[src/rtl/calc_pkg.sv]
// Shared types and constants for the calculator datapath: FSM states,
// operation modes and a helper for sizing step counters.
package calc_pkg;

   typedef enum logic [1:0] {
      INACTIVO = 2'd0,
      CALCULO  = 2'd1,
      LISTO    = 2'd2
   } estado_t;

   localparam logic MODO_SUMA  = 1'b0;
   localparam logic MODO_RESTA = 1'b1;

   // A single-step operation still needs a one-bit counter to hold a value.
   function automatic int ancho_cnt(input int pasos);
      return (pasos > 1) ? $clog2(pasos) : 1;
   endfunction

endpackage

[src/rtl/sumador_bloque.sv]
// Combinational BLOQUE-bit full adder used once per step by the sequential
// adder/subtractor; also exposes the carry into its top bit for overflow.
module sumador_bloque #(
   parameter int BLOQUE = 2
) (
   input  logic [BLOQUE-1:0] a,
   input  logic [BLOQUE-1:0] b,
   input  logic              cin,
   output logic [BLOQUE-1:0] s,
   output logic              cout,
   output logic              c_msb
);

   logic [BLOQUE:0] w_suma;

   assign w_suma = {1'b0, a} + {1'b0, b} + {{BLOQUE{1'b0}}, cin};
   assign s      = w_suma[BLOQUE-1:0];
   assign cout   = w_suma[BLOQUE];
   // Sum bit = a ^ b ^ carry-in, so the carry into the top bit falls out for free.
   assign c_msb  = a[BLOQUE-1] ^ b[BLOQUE-1] ^ w_suma[BLOQUE-1];

endmodule

[src/rtl/suma_resta_secuencial.sv]
// Multi-cycle ANCHO-bit adder/subtractor: BLOQUE bits per clock through a
// registered carry, with valid/ready handshakes on both sides.
module suma_resta_secuencial #(
   parameter int ANCHO  = 8,
   parameter int BLOQUE = 2
) (
   input  logic             clk,
   input  logic             rst_n,
   input  logic             in_valid,
   output logic             in_ready,
   input  logic [ANCHO-1:0] a,
   input  logic [ANCHO-1:0] b,
   input  logic             modo,
   output logic             out_valid,
   input  logic             out_ready,
   output logic [ANCHO:0]   x,
   output logic             desborde
);

   import calc_pkg::*;

   localparam int PASOS = ANCHO / BLOQUE;
   localparam int CW    = ancho_cnt(PASOS);

   generate
      if (BLOQUE < 1 || BLOQUE > ANCHO || (ANCHO % BLOQUE) != 0) begin : g_param_err
         $error("suma_resta_secuencial: ANCHO must be a multiple of BLOQUE, 1 <= BLOQUE <= ANCHO");
      end
   endgenerate

   estado_t           r_estado;
   logic [ANCHO-1:0]  r_a;
   logic [ANCHO-1:0]  r_b;
   logic              r_modo;
   logic              r_carry;
   logic [CW-1:0]     r_cnt;
   logic [ANCHO:0]    r_x;
   logic              r_desborde;
   logic              r_in_ready;
   logic              r_out_valid;

   logic [31:0]       w_base;
   logic [BLOQUE-1:0] w_a_sl;
   logic [BLOQUE-1:0] w_b_sl;
   logic [BLOQUE-1:0] w_s;
   logic              w_cout;
   logic              w_cmsb;
   logic              w_ultimo;

   assign w_base   = 32'(r_cnt) * 32'(BLOQUE);
   assign w_a_sl   = r_a[w_base +: BLOQUE];
   assign w_b_sl   = r_b[w_base +: BLOQUE];
   assign w_ultimo = (r_cnt == CW'(PASOS - 1));

   sumador_bloque #(.BLOQUE(BLOQUE)) u_sumador (
      .a     (w_a_sl),
      .b     (w_b_sl),
      .cin   (r_carry),
      .s     (w_s),
      .cout  (w_cout),
      .c_msb (w_cmsb)
   );

   always_ff @(posedge clk) begin
      if (!rst_n) begin
         r_estado    <= INACTIVO;
         r_a         <= '0;
         r_b         <= '0;
         r_modo      <= 1'b0;
         r_carry     <= 1'b0;
         r_cnt       <= '0;
         r_x         <= '0;
         r_desborde  <= 1'b0;
         r_in_ready  <= 1'b0;
         r_out_valid <= 1'b0;
      end else begin
         case (r_estado)
            INACTIVO: begin
               // Subtraction is A + ~B + 1: invert B once here, seed the carry with modo.
               if (r_in_ready && in_valid) begin
                  r_a        <= a;
                  r_b        <= b ^ {ANCHO{modo}};
                  r_modo     <= modo;
                  r_carry    <= modo;
                  r_cnt      <= '0;
                  r_in_ready <= 1'b0;
                  r_estado   <= CALCULO;
               end else begin
                  r_in_ready <= 1'b1;
               end
            end
            CALCULO: begin
               r_x[w_base +: BLOQUE] <= w_s;
               r_carry               <= w_cout;
               r_cnt                 <= r_cnt + 1'b1;
               if (w_ultimo) begin
                  r_x[ANCHO]  <= (r_modo == MODO_RESTA) ? ~w_cout : w_cout;
                  r_desborde  <= w_cmsb ^ w_cout;
                  r_out_valid <= 1'b1;
                  r_estado    <= LISTO;
               end
            end
            LISTO: begin
               if (out_ready) begin
                  r_out_valid <= 1'b0;
                  r_in_ready  <= 1'b1;
                  r_estado    <= INACTIVO;
               end
            end
            default: begin
               r_out_valid <= 1'b0;
               r_in_ready  <= 1'b0;
               r_estado    <= INACTIVO;
            end
         endcase
      end
   end

   assign in_ready  = r_in_ready;
   assign out_valid = r_out_valid;
   assign x         = r_x;
   assign desborde  = r_desborde;

endmodule

[config.mk]
export PLATFORM = sky130hd
export DESIGN_NAME = suma_resta_secuencial
export DESIGN_NICKNAME = d
export VERILOG_FILES = /design/src/rtl/calc_pkg.sv /design/src/rtl/sumador_bloque.sv /design/src/rtl/suma_resta_secuencial.sv
export SDC_FILE = /design/constraint.sdc
export NUM_CORES = 1
export LEC_CHECK = 0
export CAP_MARGIN = 20
export CORE_ASPECT_RATIO = 0.7
export CORE_MARGIN = 3
export CORE_UTILIZATION = 55
export DETAILED_ROUTE_END_ITERATION = 7
export PLACE_DENSITY_LB_ADDON = 0.15
export SLEW_MARGIN = 30
export SYNTH_ARGS = -nofsm -noshare
export SYNTH_HDL_FRONTEND = slang
export SYNTH_SLANG_ARGS = --single-unit
[constraint.sdc]
create_clock -name clk -period 5.14 [get_ports clk]
set_input_delay 0.771 -clock clk [delete_from_list [all_inputs] [get_ports clk]]
set_output_delay 0.771 -clock clk [all_outputs]
set_load 0.1 [all_outputs]
# --- Yosys cells after proc, flatten, opt, wreduce, memory -nomap -nowiden ---
# Cells that the tools add are included.
# W data, S select, Z words.
word_totals:
  ff_bits: 34
  output_inout_bits: 12
  inputBits: 21
classes:
  eq_ne: 6
  n_mux: 17
  addsub: 4
  shifts: 4
  n_reduce_logical: 9
  bitwise: 7
op_table:
  columns: ["operator", "count"]
  rows:
  - ["$neg A3 Y34", 1]
  - ["$shift A2 B34 Y9 const A", 1]
  - ["$shiftx A2 B34 Y9", 1]
  - ["$shiftx A8 B4 Y2", 2]
  - ["$bwmux W9", 1]
  - ["$mux W2", 4]
  - ["$reduce_and A2 Y1", 4]
  - ["$xor A8 B8 Y8", 1]
  - ["$mux W1", 7]
  - ["$ne A2 B2 Y1 const B", 3]
  - ["$pmux W1 S3", 2]
  - ["$pmux W2 S3", 1]
  - ["$reduce_and A3 Y1", 2]
  - ["$eq A2 B2 Y1 const B", 2]
  - ["$pmux W2 S2", 1]
  - ["$add A2 B2 Y3", 1]
  - ["$add A3 B1 Y3", 1]
  - ["$not A1 Y1", 3]
  - ["$xor A1 B1 Y1", 3]
  - ["$add A2 B1 Y2 const B", 1]
  - ["$eq A2 B1 Y1 const B", 1]
  - ["$logic_not A2 Y1", 1]
  - ["$pmux W1 S2", 1]
  - ["$reduce_bool A2 Y1", 1]
  - ["$logic_and A1 B1 Y1", 1]

# --- Logic depth before layout (Yosys ltp) ---
depth:
  ltp_word: 6
  ltp_mapped: 7

# --- Cells and area by module ---
# A second synthesis with hierarchy kept.
hier_totals:
  hier_cells: 193
  hier_area_um2: 1715.4
modules_own_cells:
  columns: ["mod", "n_inst", "area_per_inst_um2", "cells_per_inst"]
  rows:
  - ["suma_resta_secuencial", 1, 1624.1, 181]
  - ["sumador_bloque", 1, 91.3, 12]

# --- Worst setup path before layout ---
# Ideal clock, no wire load.
synth_timing:
  kind: "flip-flop to flip-flop"
  start: "reg r_cnt[0]"
  end: "reg r_desborde, in the netlist desborde"
  stages_incl_launch_ff: 8
  path_slack_ns: 2.458
  required_time_ns: 5.024
  n_path_buf: 1
  t_arrival_ns: 2.566
  synth_period_minus_slack_ns: 2.682
  setup_ns: 0.116
  cell_sequence: "dfxtp_1 buf_2 mux4_2 fa_1 fa_1 xnor2_1 xnor2_1 a41o_1"
synth_via:
  elab_chain_len: 5
  word_cells_on_any_way: 9
  classes_between: "add/sub: 2; eq/ne: 1; shift: 2; bitwise: 3; reduce/logical: 1"
synth_lines:
  columns: ["element", "line", "text"]
  rows:
  - ["from (decl)", "suma_resta_secuencial.sv:36", "logic [CW-1:0] r_cnt;"]
  - ["from (signal assigned)", "suma_resta_secuencial.sv:95", "r_cnt <= r_cnt + 1'b1;"]
  - ["$shiftx A8 B4 Y2 (on tied branches)", "suma_resta_secuencial.sv:51, suma_resta_secuencial.sv:52", null]
  - ["$add A2 B2 Y3", "sumador_bloque.sv:16", "assign w_suma = {1'b0, a} + {1'b0, b} + {{BLOQUE{1'b0}}, cin};"]
  - ["$add A3 B1 Y3", "sumador_bloque.sv:16", null]
  - ["$xor A1 B1 Y1", "sumador_bloque.sv:20", "assign c_msb = a[BLOQUE-1] ^ b[BLOQUE-1] ^ w_suma[BLOQUE-1];"]
  - ["$xor A1 B1 Y1", "suma_resta_secuencial.sv:98", "r_desborde <= w_cmsb ^ w_cout;"]
  - ["to (signal assigned)", "suma_resta_secuencial.sv:98", null]
  - ["to (decl)", "suma_resta_secuencial.sv:38", "logic r_desborde;"]
# Parallel ways exist; a longest one is shown, timed or not.
# A chain may end at the register's enable or synchronous reset.

# --- Worst setup path in the final report ---
layout_timing:
  start: "reg r_cnt[0]"
  end: "reg r_x[7], in the netlist x[7]"
layout_via:
  elab_chain_len: 5
  word_cells_on_any_way: 8
  classes_between: "add/sub: 3; shift: 4; mux: 1"
layout_lines:
  columns: ["element", "line", "text"]
  rows:
  - ["$shiftx A8 B4 Y2 (on tied branches)", "suma_resta_secuencial.sv:51, suma_resta_secuencial.sv:52", null]
  - ["$add A2 B2 Y3", "sumador_bloque.sv:16", null]
  - ["$add A3 B1 Y3", "sumador_bloque.sv:16", null]
  - ["$shiftx A2 B34 Y9", "suma_resta_secuencial.sv:93", "r_x[w_base +: BLOQUE] <= w_s;"]
  - ["$bwmux W9 *", "suma_resta_secuencial.sv:93", null]
  - ["to (signal, indexed assignment)", "suma_resta_secuencial.sv:93", null]
  - ["to (signal, indexed assignment)", "suma_resta_secuencial.sv:97", "r_x[ANCHO] <= (r_modo == MODO_RESTA) ? ~w_cout : w_cout;"]
  - ["to (decl)", "suma_resta_secuencial.sv:37", "logic [ANCHO:0] r_x;"]
# Every way passes the cells marked *; elsewhere a longest branch is shown, timed or not.

==> results.json <==
{
  "synth_edf_count": 0,
  "placed_area_sq_um": 1994,
  "synth_top_flop_cell": "dfxtp_1",
  "syn2layout_area_growth_pct": 24.33,
  "period_minus_slack_ns": 2.981,
  "syn-num-nets": 217,
  "synth_top_cells_by_count": "dfxtp_1 (34), nand2_1 (31), a21oi_1 (23), nor2_1 (11), xnor2_1 (10)",
  "hold_violations": 0,
  "clk_path_buf_depth": 2,
  "drive_gt1_share_pct": 7.009,
  "r2r_start": "r_cnt[0]",
  "path_cells": "mux4_2 -> fa_1 -> fa_1 -> nor2b_1 -> nand4b_1 -> a21oi_1",
  "drt-initial-drc-count": 87,
  "cp-start-kind": "register",
  "outcome": "finished, final reports clean",
  "worstPathArrival_ns": 3.17,
  "place_inst": 242,
  "grt_max_degree": 31,
  "ys_seq_area_share_pct": 40.24,
  "synth_area_leaders": "dfxtp_1 (40%), nand2_1 (6.9%), a21oi_1 (6.8%)",
  "fp.dieH_um": 52.40,
  "instances_no_fill": 250,
  "cts-root-buf": "clkbuf_8",
  "postRouteAntennaNets": 0,
  "antenna_found_initial": 0,
  "worst_pin_slew_ns": 0.9766,
  "postCtsSetupRepairBufs": 0,
  "power.leakage_nw": 0.7396,
  "async_flop_share_pct": 0,
  "worstSetupEndpointType": "register",
  "setup_tns_ns": 0,
  "drc": 0,
  "tritoncts": "done",
  "slowest_stage": "dfxtp_1",
  "core_area_sq_um": 2863,
  "rows": 16,
  "detailedPlace.worstSlack_ns": 2.207,
  "drt-total-wl_mm": 3.640,
  "fin_nets": 244,
  "num_antenna_cells": 0,
  "ys_warn_count": 0,
  "finalCritPeriodShare_pct": 57.99,
  "yosys.cell_types.count": 33,
  "fin_ws_ns": 2.159,
  "critPathMaxStageDelay_ns": 0.73,
  "clk_pin_slew_ns": 0.07,
  "clock_skew_ns": 0.004928,
  "final_core_util_pct": 73.47,
  "required_ns": 5.33,
  "drv_cap": 0,
  "r2r_slack_ns": 2.16,
  "netlist_instances": 186,
  "grt_pass1_vias": 1377,
  "finalSetupViolations": 0,
  "slew_viol_final": 0,
  "fmax_ghz": 0.3355,
  "rr_endpoint": "x[7]",
  "crit_type": "register to register",
  "fp.dieArea_sq_um": 3788,
  "dr_total_vias": 1407,
  "relSlewSlack_pct": 34.69,
  "critPathBufInv": 0,
  "synth.avg_cell_area_sq_um": 9.095,
  "die_w_um": 72.29,
  "path_delay_family": "adder cells",
  "dp_hpwl_mm": 2.569,
  "fillCellCount": 218,
  "post-synth-top-count-cell": "dfxtp_1",
  "htree_levels": 2,
  "grt_usage_pct": 21.44,
  "grt_setup_unrepaired": "false",
  "total_power_uw": 627.8,
  "routedWlPerCell_um": 14.56,
  "final_area_sq_um": 2103,
  "cts_buffers": 5,
  "reg2reg_depth": 6,
  "hp-class": "register to register",
  "ys_ff_latch": 34,
  "worst_hold_path.num_cells": 2,
  "numPortBuffers": 32,
  "grt-ovfl-total": 0,
  "worstHoldStart": "x[0]",
  "ios": 33,
  "crit_path_frequent_cell": "fa_1",
  "vias_per_cell": 5.628,
  "dr.pass1.iters": 4,
  "clk_latency_ns": 0.28,
  "synth_area_sq_um": 1692,
  "post_cts_resized": 0,
  "vdd_drop_max_uv": 165.0,
  "cts_hold_buf": 0,
  "hold_end": "x[0]",
  "yosysTopAreaCell": "dfxtp_1",
  "path_max_fanout": 15,
  "initial_core_util_pct": 59.09,
  "fin_hold_ws_ns": 0.4558,
  "synth.top_cell.area_share_pct": 40.24,
  "cts_sinks": 34,
  "grt_pass1_wl_mm": 6.189,
  "power_density_nw_per_um2": 298.5,
  "gp_congestion": 0.8271
}
-- worst max-delay path by stage --
stage / start / endpoint / slack (ns) / depth (start not counted)
finish: r_cnt[0] / x[7] / 2.16 / 6
global route: r_cnt[0] / x[5] / 1.91 / 6
CTS: r_cnt[0] / x[7] / 2.18 / 6
detailed placement: r_cnt[0] / x[5] / 2.21 / 6
global placement: r_cnt[0] / x[3] / 2.27 / 6
floorplan: r_cnt[0] / desborde / 2.46 / 7
-- power breakdown --
part / total [mW] / internal [mW] / switching [mW]
Sequential: 0.288 / 0.276 / 0.0125
Clock: 0.240 / 0.143 / 0.0970
Combinational: 0.100 / 0.0465 / 0.0537
-- routing by layer --
layer / vias up / track usage, % / wire length [um]
li1: 701 / - / -
met1: 655 / 27.38 / 1790
met2: 49 / 34.29 / 1613
met3: 2 / 8.812 / 232
met4: 0 / 4.063 / 4
met5: - / 0 / 0
-- cells by family (layout without fill, tap and decap cells) --
logic type	after synthesis	in the layout	synth area share, %
AOI/OAI and AO/OA	40	40	14.50
xor gates and xnor gates	11	11	5.695
adders and majority gates	10	10	8.284
buffers and inverters	16	44	4.585
DFF	34	34	40.24
muxes	4	4	5.326
and+or+nand+nor	71	71	21.38
-- registers in the layout, summed over array words and instances (netlist names) --
signal     cells
in_ready       1
r_b            8
desborde       1
r_carry        1
r_modo         1
r_a            8
out_valid      1
r_estado       2
x              9
r_cnt          2
-- placed cells by master, fill, tap and decap left out, types with 3 or more instances in the layout --
cell / count
nor2b_1: 5
nand3_1: 3
clkdlybuf4s50_1: 32
ha_1: 8
clkbuf_8: 5
nand2_1: 31
dfxtp_1: 34
nand4b_1: 3
o21ai_0: 3
nor2_1: 11
inv_1: 3
mux4_2: 4
a21oi_1: 23
nand3b_1: 4
a211oi_1: 7
xnor2_1: 10
nand4_1: 6
-- cell type report --
| cell class | instances | area (sq um) | area share, % |
|---|---|---|---|
| timing repair buffer | 32 | 320.3 | 15.23 |
| inverter | 4 | 15.01 | 0.7139 |
| clock inverter | 3 | 40.04 | 1.904 |
| clock buffer | 5 | 68.82 | 3.272 |
| multi-input combinational | 136 | 933.4 | 44.38 |
| tap | 36 | 45.04 | 2.142 |
| sequential | 34 | 680.7 | 32.36 |
-- worst reg2reg max path, stage by stage (launching register included) --
cell,delay (ns)
dfxtp_1,0.73
mux4_2,0.61
fa_1,0.42
fa_1,0.55
nor2b_1,0.27
nand4b_1,0.14
a21oi_1,0.17
(Power assumes the default switching activity.)
